[config.mk]
export PLATFORM = sky130hd
export DESIGN_NAME = serial_subtractor_14
export DESIGN_NICKNAME = d
export VERILOG_FILES = /design/src/rtl/serial_subtractor_14.sv
export SDC_FILE = /design/constraint.sdc
export NUM_CORES = 1
export LEC_CHECK = 0
export BUFFER_PORTS_ARGS = -buffer_cell sky130_fd_sc_hd__buf_2
export CAP_MARGIN = 20
export CELL_PAD_IN_SITES_DETAIL_PLACEMENT = 1
export CELL_PAD_IN_SITES_GLOBAL_PLACEMENT = 2
export CORE_MARGIN = 5
export CORE_UTILIZATION = 25
export CTS_CLUSTER_DIAMETER = 100
export DETAILED_ROUTE_END_ITERATION = 16
export PLACE_DENSITY_LB_ADDON = 0.1
export SYNTH_ARGS = -nofsm -noshare
export SYNTH_HDL_FRONTEND = slang
export SYNTH_SLANG_ARGS = --single-unit
[constraint.sdc]
create_clock -name clk -period 2.8 [get_ports clk]
set_clock_uncertainty 0.1 [all_clocks]
set_input_delay 0.56 -clock clk [delete_from_list [all_inputs] [get_ports clk]]
set_output_delay 0.56 -clock clk [all_outputs]
set_load 0.02 [all_outputs]
[src/rtl/serial_subtractor_14.sv]
// Bit-serial unsigned subtractor: one full-subtractor cell, registered borrow.
// Yields diff, borrow/sign and magnitude after a start/done handshake.
module serial_subtractor_14 #(
  parameter int WIDTH = 14
) (
  input  logic             clk,
  input  logic             rst,
  input  logic             start,
  input  logic [WIDTH-1:0] a,
  input  logic [WIDTH-1:0] b,
  output logic             busy,
  output logic             done,
  output logic [WIDTH-1:0] diff,
  output logic             borrow,
  output logic             neg,
  output logic [WIDTH-1:0] mag
);

  localparam int CW = $clog2(WIDTH + 1);
  localparam logic [CW-1:0] LAST = CW'(WIDTH - 1);

  typedef enum logic [1:0] {
    IDLE,
    SHIFT,
    FIX,
    DONE
  } state_t;

  state_t state, state_n;

  logic [WIDTH-1:0] sa, sb, res;
  logic [CW-1:0] cnt;
  logic br;
  logic ai, bi, di, br_n;

  assign ai   = sa[0];
  assign bi   = sb[0];
  assign di   = ai ^ bi ^ br;
  assign br_n = (~ai & bi) | (~(ai ^ bi) & br);

  always_ff @(posedge clk) begin
    if (rst) state <= IDLE;
    else     state <= state_n;
  end

  always_comb begin
    state_n = state;
    busy    = 1'b0;
    done    = 1'b0;
    unique case (state)
      IDLE: begin
        if (start) state_n = SHIFT;
      end
      SHIFT: begin
        busy = 1'b1;
        if (cnt == LAST) state_n = FIX;
      end
      FIX: begin
        busy    = 1'b1;
        state_n = DONE;
      end
      DONE: begin
        done    = 1'b1;
        state_n = IDLE;
      end
      default: state_n = IDLE;
    endcase
  end

  // Operands shift out LSB first; difference bits enter at the MSB.
  always_ff @(posedge clk) begin
    if (rst) begin
      sa     <= '0;
      sb     <= '0;
      res    <= '0;
      br     <= 1'b0;
      cnt    <= '0;
      diff   <= '0;
      borrow <= 1'b0;
      neg    <= 1'b0;
      mag    <= '0;
    end else begin
      unique case (state)
        IDLE: begin
          if (start) begin
            sa  <= a;
            sb  <= b;
            res <= '0;
            br  <= 1'b0;
            cnt <= '0;
          end
        end
        SHIFT: begin
          sa  <= sa >> 1;
          sb  <= sb >> 1;
          res <= {di, res[WIDTH-1:1]};
          br  <= br_n;
          cnt <= cnt + CW'(1);
        end
        FIX: begin
          diff   <= res;
          borrow <= br;
          neg    <= br;
          mag    <= br ? (~res + WIDTH'(1)) : res;
        end
        DONE: begin
        end
        default: begin
        end
      endcase
    end
  end

endmodule

==> impl_metrics.csv <==
group,metric,value,unit
routing,drc,0,
cells_and_area,area_growth,21.65,%
grt,grt_max_degree,41,
floorplan,start_util,25.14,%
cts,clk_path_buf_depth,2,
cts,clkSinkCount,77,
timing,fin_setup_tns,0,ns
setup_path,cp.arrival,2.20,ns
routing,via_count,2755,
routing,dr.pass1.iters,4,
grt,grt_util_met1,15.64,%
yosys,synth-edff-count,0,
timing,fin_crit,2.097,ns
yosys,synthArstFlopShare,0,%
setup_path,cp-start-kind,"register",
routing,via_per_inst,4.531,
setup_path,crit_type,"register to register",
timing,setup_slack,0.7026,ns
timing,maxSlewHeadroom,41.12,%
place,place_area,3899,um^2
yosys,synth_common_cells,"dfxtp_1 (77), nor2_1 (74), mux2i_1 (44)",
cts,ctsRootBufferMaster,"clkbuf_16",
cts,cts_made_buffers,9,
routing,drt_iter0_drc,138,
grt,met2_usage,18.18,%
yosys,synth.most_common_cell,"dfxtp_1",
routing,wl,9048,um
yosys,synth_top_cell_area_share,44.69,%
pwr,p_leak,0.001680,uW
cts,clk_pin_slew,0.06,ns
cts,ctsHoldBuffers,0,
run,maxCapViolCount,0,
cells_and_area,final_util,30.59,%
timing,worst_pin_slew,0.8832,ns
yosys,ys_seq_area_share,44.69,%
min_path,hold_path.class,"register to register",
floorplan,coreArea,13720,um^2
setup_path,cp_cell_sequence,"inv_1 > ha_1 > buf_4 > mux2i_1 > nor2_1",
grt,grt_util_met3,4.222,%
setup_path,critical_path.max_stage_delay,0.74,ns
routing,wl_per_cell,14.88,um
timing,rsz0062_at_grt,"no",
grt,grt_pass1_wl,15050,um
timing,fin_crit_sh,74.91,%
yosys,syn_area,3450,um^2
cells_and_area,fin_area,4197,um^2
timing,timing.fmax,476.8,MHz
floorplan,dieArea,16250,um^2
grt,grt.overflow.total,0,
yosys,synth.area.top_cells,"dfxtp_1 (45%), mux2i_1 (13%), nor2_1 (8.1%)",
timing,finalHoldViolCount,0,
pwr,power.density,945.8,nW/um^2
cts,cts_resized,0,
yosys,yosysTopAreaCell,"dfxtp_1",
timing,timing.final.max_slew_violations,0,
routing,ant_nets,0,
floorplan,fp.dieW,127.5,um
yosys,syn_nets,414,
floorplan,top_level_ports,63,
yosys,synth-seq-cells,77,
cells_and_area,nFillCells,1616,
cells_and_area,nets,462,
place,gp_congestion,0.6832,
yosys,synth_cells,375,
setup_path,critical_path.endpoint_type,"register",
pwr,ir_drop,0.4133,mV
pwr,power.total,3969,uW
setup_path,crit_path_max_fanout,24,
place,port_buffers,62,
timing,finalSetupViolations,0,
cts,cts_tree,"built",
yosys,postSynthAreaPerCell,9.199,um^2
cts,cts_setup_buffers,0,
status,status,"finished clean",
grt,grt_pass1_vias,2881,
cts,htreeDepth,3,
floorplan,chipHeight,127.5,um
yosys,yosysWarnings,0,
grt,antenna_found_initial,0,
place,dpl_worst_slack,0.6912,ns
yosys,synth_cell_types,41,
cts,insertion_delay,0.34,ns
place,dpl.hpwl,6309,um
floorplan,rows,43,
grt,track_usage,11.85,%
setup_path,required,2.91,ns
grt,busiest_layer,"met2",
cells_and_area,drive_gt1_share,21.73,%
setup_path,slowest_stage,"ha_1",
cells_and_area,num_antenna_cells,0,
yosys,ys.flop_type,"dfxtp_1",
[cells by family (layout without fill, tap and decap cells)]
logic type	after synthesis	count (layout)	synth area share, %
AND/OR/NAND/NOR	117	117	15.49
AO/OA/AOI/OAI	79	79	16.14
flip-flops	77	77	44.69
multiplexers	44	44	12.77
buffers and inverters	42	95	5.767
adder cells (fa/ha/maj)	8	8	3.119
XOR/XNOR	8	8	2.031
[power breakdown]
part / leakage (uW) / total [uW] / switching (uW) / internal (uW)
combinational: 0.000904 / 1400 / 862 / 540
clock: 0.000148 / 1150 / 452 / 694
sequential: 0.000628 / 1420 / 120 / 1300
total: 0.00168 / 3970 / 1430 / 2530
[worst max-delay path: cells and delay by family (launching register included)]
family                     cells  cell delay (ns)
and+or+nand+nor                1             0.05
adders and majority gates      1             0.74
buffers and inverters          2             0.52
muxes                          1             0.23
DFF                            1             0.34
[cell type report]
| class | instances | area (um^2) | area share (%) |
|---|---|---|---|
| clock buffer | 13 | 280.3 | 6.679 |
| multi-input combinational | 256 | 1719 | 40.97 |
| sequential | 77 | 1541 | 36.73 |
| inverter | 10 | 37.54 | 0.8945 |
| clock inverter | 3 | 17.52 | 0.4174 |
| timing repair buffer | 69 | 375.4 | 8.945 |
| tap | 180 | 225.2 | 5.367 |
[metal layers]
metal	up-vias	share of wire [%]
li1	1413	-
met3	9	4.4
met2	43	45
met5	-	0
met4	0	1.3
met1	1290	50
[worst paths after layout]
path | depth (start not counted) | startpoint | slack [ns] | endpoint
max | 5 | state[0]$_SDFFE_PP0P_ | 0.70 | diff[9]$_SDFFE_PP0P_
min | 2 | mag[8]$_SDFFE_PP0P_ | 0.35 | mag[8]$_SDFFE_PP0P_
max reg2reg | 5 | state[0]$_SDFFE_PP0P_ | 0.70 | diff[9]$_SDFFE_PP0P_
min reg2reg | 2 | mag[8]$_SDFFE_PP0P_ | 0.35 | mag[8]$_SDFFE_PP0P_
[flip-flops by register name (all words and copies together), names as in the netlist]
| register | flops |
|---|---|
| br | 1 |
| sb | 14 |
| state | 2 |
| sa | 14 |
| neg | 1 |
| res | 14 |
| mag | 13 |
| diff | 14 |
| cnt | 4 |
[cell usage in the layout (no fill, tap or decap), drive strengths merged, types with 2 or more instances in the layout]
master / n
a211oi: 31
and2: 3
o41ai: 3
nor2: 74
mux2i: 44
o21ai: 12
inv: 10
xor2: 6
clkbuf: 13
nand2: 8
a21oi: 9
clkinv: 2
nor2b: 6
ha: 7
buf: 69
nand3: 3
nor3: 6
a22oi: 18
or3: 2
a31oi: 2
nor4: 3
or2: 2
dfxtp: 77
nand2b: 5
xnor2: 2
[per-stage QoR]
step	instances	hold WS, ns
2_1_floorplan	375	0.3587
3_3_place_gp	592	0.3351
3_5_place_dp	592	0.3467
4_1_cts	608	0.3550
5_1_grt	608	0.3843
6_report	608	0.3493
(Power assumes the default switching activity.)
